==> src/rtl/dma_desc_sched.sv <==
// Descriptor scheduler: round-robin walk over enabled slots, one command in flight.
// Optional DMA_SCHED_ERR_STOP_EN: an errored completion ends the run early.
module dma_desc_sched #(
  parameter int NUM_DESC = 2,
  parameter int ADDR_W   = 32,
  parameter int LEN_W    = 32,
  localparam int IDW     = (NUM_DESC > 1) ? $clog2(NUM_DESC) : 1
) (
  input  logic                       clk,
  input  logic                       rst,
  input  logic                       go_i,
  input  logic                       abort_i,
  input  logic [NUM_DESC-1:0]        desc_en_i,
  input  logic [NUM_DESC*ADDR_W-1:0] desc_src_i,
  input  logic [NUM_DESC*ADDR_W-1:0] desc_dst_i,
  input  logic [NUM_DESC*LEN_W-1:0]  desc_len_i,
  output logic                       cmd_valid_o,
  input  logic                       cmd_ready_i,
  output logic [ADDR_W-1:0]          cmd_src_o,
  output logic [ADDR_W-1:0]          cmd_dst_o,
  output logic [LEN_W-1:0]           cmd_len_o,
  output logic [IDW-1:0]             cmd_id_o,
  input  logic                       cpl_valid_i,
  input  logic                       cpl_err_i,
  output logic                       busy_o,
  output logic                       done_o,
  output logic                       err_o,
  output logic [NUM_DESC-1:0]        desc_done_o,
  output logic [NUM_DESC-1:0]        desc_err_o
);

`ifdef DMA_SCHED_ERR_STOP_EN
  localparam bit ERR_STOP = 1'b1;
`else
  localparam bit ERR_STOP = 1'b0;
`endif

  typedef enum logic [2:0] {
    S_IDLE,
    S_ARB,
    S_ISSUE,
    S_WAIT,
    S_FIN
  } state_t;

  state_t              state_q;
  logic [NUM_DESC-1:0] pend_q;
  logic [IDW-1:0]      ptr_q;
  logic                abort_q;
  logic                cmd_valid_q;
  logic [ADDR_W-1:0]   src_q;
  logic [ADDR_W-1:0]   dst_q;
  logic [LEN_W-1:0]    len_q;
  logic [IDW-1:0]      id_q;
  logic                busy_q;
  logic                done_q;
  logic                err_q;
  logic [NUM_DESC-1:0] ddone_q;
  logic [NUM_DESC-1:0] derr_q;

  logic                pick_hit;
  logic [IDW-1:0]      pick_idx;
  logic [IDW-1:0]      cand;
  logic [LEN_W-1:0]    pick_len;
  logic [ADDR_W-1:0]   pick_src;
  logic [ADDR_W-1:0]   pick_dst;
  logic [IDW-1:0]      ptr_nxt;
  logic                stop_w;
  int                  j;

  // first pending slot at or after the pointer, wrapping
  always_comb begin
    pick_hit = 1'b0;
    pick_idx = '0;
    cand     = '0;
    j        = 0;
    for (int k = 0; k < NUM_DESC; k++) begin
      j = int'(ptr_q) + k;
      if (j >= NUM_DESC) j = j - NUM_DESC;
      cand = IDW'(j);
      if (!pick_hit && pend_q[cand]) begin
        pick_hit = 1'b1;
        pick_idx = cand;
      end
    end
  end

  // descriptor fields of the picked slot and completion bookkeeping
  always_comb begin
    pick_len = desc_len_i[int'(pick_idx)*LEN_W +: LEN_W];
    pick_src = desc_src_i[int'(pick_idx)*ADDR_W +: ADDR_W];
    pick_dst = desc_dst_i[int'(pick_idx)*ADDR_W +: ADDR_W];
    ptr_nxt  = (int'(id_q) == NUM_DESC - 1) ? '0 : id_q + 1'b1;
    stop_w   = abort_q | abort_i | (ERR_STOP & cpl_err_i);
  end

  // scheduler FSM with registered outputs
  always_ff @(posedge clk or negedge rst) begin
    if (!rst) begin
      state_q     <= S_IDLE;
      pend_q      <= '0;
      ptr_q       <= '0;
      abort_q     <= 1'b0;
      cmd_valid_q <= 1'b0;
      src_q       <= '0;
      dst_q       <= '0;
      len_q       <= '0;
      id_q        <= '0;
      busy_q      <= 1'b0;
      done_q      <= 1'b0;
      err_q       <= 1'b0;
      ddone_q     <= '0;
      derr_q      <= '0;
    end else begin
      done_q <= 1'b0;
      unique case (state_q)
        S_IDLE: begin
          if (go_i) begin
            pend_q  <= desc_en_i;
            ddone_q <= '0;
            derr_q  <= '0;
            err_q   <= 1'b0;
            abort_q <= 1'b0;
            busy_q  <= 1'b1;
            if (desc_en_i == '0) begin
              state_q <= S_FIN;
              done_q  <= 1'b1;
            end else begin
              state_q <= S_ARB;
            end
          end
        end
        S_ARB: begin
          if (abort_i || !pick_hit) begin
            pend_q  <= '0;
            state_q <= S_FIN;
            done_q  <= 1'b1;
          end else if (pick_len == '0) begin
            ddone_q[pick_idx] <= 1'b1;
            pend_q[pick_idx]  <= 1'b0;
          end else begin
            src_q       <= pick_src;
            dst_q       <= pick_dst;
            len_q       <= pick_len;
            id_q        <= pick_idx;
            cmd_valid_q <= 1'b1;
            state_q     <= S_ISSUE;
          end
        end
        S_ISSUE: begin
          if (cmd_ready_i) begin
            cmd_valid_q <= 1'b0;
            abort_q     <= abort_i;
            state_q     <= S_WAIT;
          end else if (abort_i) begin
            cmd_valid_q <= 1'b0;
            pend_q      <= '0;
            state_q     <= S_FIN;
            done_q      <= 1'b1;
          end
        end
        S_WAIT: begin
          if (abort_i) abort_q <= 1'b1;
          if (cpl_valid_i) begin
            ddone_q[id_q] <= 1'b1;
            pend_q[id_q]  <= 1'b0;
            ptr_q         <= ptr_nxt;
            if (cpl_err_i) begin
              derr_q[id_q] <= 1'b1;
              err_q        <= 1'b1;
            end
            if (stop_w) begin
              pend_q  <= '0;
              state_q <= S_FIN;
              done_q  <= 1'b1;
            end else begin
              state_q <= S_ARB;
            end
          end
        end
        S_FIN: begin
          busy_q  <= 1'b0;
          abort_q <= 1'b0;
          state_q <= S_IDLE;
        end
        default: state_q <= S_IDLE;
      endcase
    end
  end

  assign cmd_valid_o = cmd_valid_q;
  assign cmd_src_o   = src_q;
  assign cmd_dst_o   = dst_q;
  assign cmd_len_o   = len_q;
  assign cmd_id_o    = id_q;
  assign busy_o      = busy_q;
  assign done_o      = done_q;
  assign err_o       = err_q;
  assign desc_done_o = ddone_q;
  assign desc_err_o  = derr_q;

endmodule
==> config.mk <==
export PLATFORM = sky130hd
export DESIGN_NAME = dma_desc_sched
export DESIGN_NICKNAME = d
export VERILOG_FILES = /design/src/rtl/dma_desc_sched.sv
export SDC_FILE = /design/constraint.sdc
export NUM_CORES = 1
export LEC_CHECK = 0
export BUFFER_PORTS_ARGS = -buffer_cell sky130_fd_sc_hd__clkbuf_2
export CAP_MARGIN = 20
export CORE_AREA = 2 2 119 121
export DETAILED_ROUTE_END_ITERATION = 12
export DIE_AREA = 0 0 121 123
export PLACE_DENSITY = 0.76
export SYNTH_ARGS = -nofsm -noshare
export SYNTH_HDL_FRONTEND = slang
export SYNTH_SLANG_ARGS = --single-unit
==> constraint.sdc <==
create_clock -name clk -period 2.5 [get_ports clk]
set_clock_uncertainty 0.1 [all_clocks]
set_input_delay 0.125 -clock clk [delete_from_list [all_inputs] [get_ports clk]]
set_output_delay 0.125 -clock clk [all_outputs]
set_load 0.02 [all_outputs]
# ---- Word-level counts from Yosys, hierarchy flattened
# Cells that the tools add are included.
dict set report word_totals {
  elab_cells 142
  register_bits 112
}
dict set report op_classes {
  n_lt_le_gt_ge 8
  bitwise_logic 10
  add_sub_neg 4
  shift 3
  reduce_logical 24
  muxes 62
  eq_ne 17
}
# cell n
set op_table {}
lappend op_table {{variable part select 64 x 7 -> 32 bit} 3}
lappend op_table {{logical NOT 32 bit} 1}
lappend op_table {{two-way mux 1 bit} 30}
lappend op_table {{two-way mux 2 bit} 13}
lappend op_table {{two-way mux 3 bit} 8}
lappend op_table {{inequality test 2 bit (second input constant)} 10}
lappend op_table {{AND reduction 4 bit} 4}
lappend op_table {{one-hot mux 3 bit (4 select lines)} 1}
lappend op_table {{inequality test 3 bit (second input constant)} 3}
lappend op_table {{< comparator 1 x 2 -> 1 bit (second input constant)} 4}
lappend op_table {{one-hot mux 1 bit (4 select lines)} 2}
lappend op_table {{one-hot mux 2 bit (4 select lines)} 1}
lappend op_table {{nonzero test 4 bit} 2}
lappend op_table {{equality test 3 x 2 -> 1 bit (second input constant)} 2}
lappend op_table {{OR 2 bit} 3}
lappend op_table {{one-hot mux 1 bit (2 select lines)} 3}
lappend op_table {{one-hot mux 2 bit (3 select lines)} 1}
lappend op_table {{AND reduction 6 bit} 1}
lappend op_table {{nonzero test 2 bit} 3}
lappend op_table {{AND reduction 5 bit} 1}
lappend op_table {{bitwise AND 2 bit} 2}
lappend op_table {{inverter 2 bit} 2}
lappend op_table {{one-hot mux 2 bit (2 select lines)} 1}
lappend op_table {{AND reduction 2 bit} 2}
lappend op_table {{18 further kinds} 25}

# ---- Depth between registers and ports, before layout
dict set report depth {
  depth_word 17
  mapped_depth 8
  ltp_nobuf 5
}

# ---- Worst setup path after synthesis
# No wires, ideal clock.
dict set report synth_path {
  path_type {register -> register}
  from {register state_q[1]}
  to {register dst_q[29] (netlist: cmd_dst_o[29])}
  period_less_slack_ps 1991
  path_stages_with_launch 7
  arrival_time_ps 1764
  required_time_ps 2273
  n_path_buf 2
  slack_ps 509
  path_cell_list {dfrtp_1 nor4_4 nand2_2 o22ai_4 buf_6 buf_6 mux2_1}
}
dict set report synth_via {
  elab_chain_len 2
}
# element line
set synth_rtl {}
lappend synth_rtl {{from (decl)} 46} ;# state_t state_q;
lappend synth_rtl {{from (signal assigned)} 100} ;# state_q <= S_IDLE;
lappend synth_rtl {{from (signal assigned)} 126} ;# state_q <= S_FIN;
lappend synth_rtl {{from (signal assigned)} 129} ;# state_q <= S_ARB;
lappend synth_rtl {{equality test 3 x 1 -> 1 bit} 116} ;# unique case (state_q)
lappend synth_rtl {{AND reduction 3 bit (no source line)} -}
lappend synth_rtl {{to (signal assigned)} 143} ;# dst_q <= pick_dst;
lappend synth_rtl {{to (decl)} 52} ;# logic [ADDR_W-1:0] dst_q;
# Every way passes these cells.
# A chain may end at the register's enable or synchronous reset.

# ---- Final worst setup path
dict set report layout_path {
  from {register ptr_q}
  to {register src_q[8] (netlist: cmd_src_o[8])}
}
dict set report layout_via {
  elab_chain_len 12
  word_cells_on_any_way 25
  classes_between {add/sub: 3; order compare: 2; shift: 2; mux: 10; bitwise: 2; reduce/logical: 6}
}
# element line
set layout_rtl {}
lappend layout_rtl {{from (decl)} 48} ;# logic [IDW-1:0] ptr_q;
lappend layout_rtl {{from (signal assigned)} 167} ;# ptr_q <= ptr_nxt;
lappend layout_rtl {{greater-or-equal comparator 1 x 2 -> 1 bit / subtractor 1 bit (equally long branches)} 79} ;# if (j >= NUM_DESC) j = j - NUM_DESC;
lappend layout_rtl {{two-way mux 1 bit} 79}
lappend layout_rtl {{two-way mux 1 bit (not written as such) (2 in series)} 81} ;# if (!pick_hit && pend_q[cand]) begin
lappend layout_rtl {{two-way mux 1 bit} 81}
lappend layout_rtl {{logical NOT 1 bit} 81}
lappend layout_rtl {{logical AND 1 bit} 81}
lappend layout_rtl {{two-way mux 1 bit} 81}
lappend layout_rtl {{variable part select 64 x 7 -> 32 bit / logical NOT 1 bit (equally long branches)} {90, 134}}
lappend layout_rtl {{logical NOT 32 bit / logical OR 1 bit (equally long branches)} {138, 134}}
lappend layout_rtl {{inverter 1 bit (no source line)} -}
lappend layout_rtl {{AND reduction 3 bit (no source line)} -}
lappend layout_rtl {{to (signal assigned)} 142} ;# src_q <= pick_src;
lappend layout_rtl {{to (decl)} 51} ;# logic [ADDR_W-1:0] src_q;
# Parallel ways exist; a longest one is shown, timed or not. The select of a mux whose other input is x is not followed.

==> reports/metrics.cfg <==
[outcome]
status=complete, no violations

[grt]
antenna_found_initial=0
track_usage_pct=24.47
overflow=0
grt_pass1_vias=6013
grt_pass1_wl_um=28510
grt_max_degree=99

[floorplan]
floorplan.initialDensity_pct=42.47
die_area_mm2=0.01488
rows=43
die_y_um=123
core-area_mm2=0.01361
fp.dieW_um=121
io_pins=306

[cts]
clock-sinks=112
clk_path_buf_depth=2
cts_tree=built
clkTransAtPathRegs_ns=0.07
cts-htree-levels=3
cts_buffers=9
post_cts.repair.setup_buffers=0
clock_latency_ns=0.35
cts-root-buf=clkbuf_16

[timing]
hold_viol=0
tightest_slew_ns=0.7382
timing.final.crit_share_pct=94.08
slew_headroom_pct=50.33
period_needed_ns=2.352
tns_ns=0
max_freq_ghz=0.4252
rsz0062_at_grt=no
setup_viol=0
slew_violations=0

[setup_path]
critPathMaxFanout=74
rrSetupSlack_ns=0.15
setup.worst_path.class=flop to flop
cp-start-kind=flop
slowest_stage=dlygate4sd3_1
endpoint_kind=flop
crit_chain=nand2b_1 -> and2_4 -> buf_6 -> nand2_1 -> nand2_1 -> dlygate4sd3_1 -> mux2_1
crit_arrival_ns=2.49
cpLargestDelayFamily=buffers and inverters
crit_required_ns=2.64
critical-path-max-stage-delay_ns=0.56
path_common_cell=nand2_1
cp_num_buf_inv=2

[final_layout]
regArea_mm2=0.002803
layout.nets=1208
layout-drive-gt1-share_pct=41.30
final-instance-count-excl-fill=1192
num-fill-cells=1130
area_delta_synth_final_pct=48.98
antennaDiodeCount=0
multi_input_area_mm2=0.002786

[pwr]
p_leak_uw=0.004655
ir_worst_vdd_uv=558.8
pwr_density_cell_mw_per_mm2=1042

[route]
wl_per_cell_um=15.31
first_pass_iters=4
detail-route-antenna-nets=0
wirelength_um=18240
drcViolationCount=0
via_count=5905
viasPerCell=4.954
drtIter0Drc=391

[synthesis]
yosysMostFrequentCell=nand2_1
synth-edff-count=0
synth_area_per_cell_um2=9.146
ys_dominant_reg_cell=dfrtp_1
ys_warn_count=0
synth_area_leaders=dfrtp_1 (48%), nand2_1 (19%), mux2_2 (15%)
synthCells=632
syn_area_mm2=0.005781
yosysUniqueCellTypes=43
synthesis.nets=833
synth_top_area_share_pct=48.48
ys_seq_area_share_pct=48.48
async_flop_share_pct=100.0
synth_top_area_cell=dfrtp_1
synth_common_cells=nand2_1 (297), dfrtp_1 (112), mux2_2 (78)
synth_seq_cells=112

[place]
placed_cells=1094
routabilityCongestion=0.8275
numPortBuffers=305
dp_hpwl_um=12510

[run]
cap_violations=0

[hold_path]
hp-class=input pin to flop

==> registers in the layout, summed over array words and instances (netlist names) <==
| name | flops |
|---|---|
| abort_q | 1 |
| busy_o | 1 |
| cmd_dst_o | 32 |
| cmd_id_o | 1 |
| cmd_len_o | 32 |
| cmd_src_o | 32 |
| cmd_valid_o | 1 |
| desc_done_o | 2 |
| desc_err_o | 2 |
| done_o | 1 |
| err_o | 1 |
| pend_q | 2 |
| ptr_q | 1 |
| state_q | 3 |
==> final timing paths <==
check / from / to / cells after the start
max in group asynchronous: rst / cmd_len_o[15] / 3
min reg2reg: cmd_src_o[5] / cmd_src_o[5] / 1
min: desc_src_i[18] / cmd_src_o[18] / 4
max: ptr_q / cmd_src_o[8] / 7
min in group asynchronous: rst / cmd_src_o[29] / 2
max reg2reg: ptr_q / cmd_src_o[8] / 7
==> layout make-up <==
type,instances,share of cell area [%]
Tap cell,180,2.615
Clock buffer,10,2.659
Timing Repair Buffer,398,28.87
Sequential cell,112,32.54
Inverter,6,0.2615
Clock inverter,6,0.6974
Multi-Input combinational cell,480,32.36
==> where the power goes <==
part	leakage, uW	switching (uW)	internal [uW]
Combinational	0.00312	2600	1860
Clock	0.000138	663	773
Sequential	0.00140	451	2630
Total	0.00466	3720	5260
==> what timing repair did <==
action / CTS / global route
endpoints found under the setup margin: 0 / 22
gates resized for setup: 0 / 1
endpoints found under the hold margin: 95 / 0
hold buffers: 82 / 0
==> cells in the final DEF (no fill, tap or decap), types with 3 or more instances in the layout <==
master	n
clkbuf_2	304
nand2_1	296
dfrtp_1	112
dlygate4sd3_1	82
mux2_2	78
mux2_1	18
nor4_1	17
nor2_1	12
a21oi_1	12
clkbuf_16	9
buf_4	7
inv_1	6
nand4_1	4
buf_12	4
o22ai_1	3
clkinv_2	3
==> stage by stage <==
stage	setup slack, ns	hold WS [ns]	power (uW)	util, %	area [um2]
5_1_grt	0.03997	0.007798	9549	63.27	8612
3_3_place_gp	0.2485	0.07126	7199	55.09	7498
2_1_floorplan	0.5090	-0.2706	5766	-	5781
6_report	0.1481	0.004784	8978	63.27	8612
4_1_cts	0.08752	0.0005039	8998	63.24	8608
3_5_place_dp	0.2074	0.07588	7296	55.09	7498
==> metal layers <==
metal  wire length [um]  global-route usage (%)  vias to the layer above
li1                   -                       -                     2845
met1               6860                   27.15                     2712
met2               9199                   43.64                      286
met3               1396                   5.535                       62
met4                787                   13.23                        0
met5                  0                       0                        -
==> tightest hold or removal path, delay by kind of cell <==
family / cells / cell delay (ns)
AND/OR/NAND/NOR: 2 / 0.10
buffers and inverters: 1 / 0.08
multiplexers: 1 / 0.13
==> kinds of logic after synthesis <==
logic type | Yosys count | share of synthesized area, %
AOI/OAI and AO/OA | 39 | 5.087
buffers and inverters | 40 | 3.485
and+or+nand+nor | 344 | 24.07
muxes | 97 | 18.87
DFF | 112 | 48.48
Note: power is estimated with default switching activity, not from simulation.
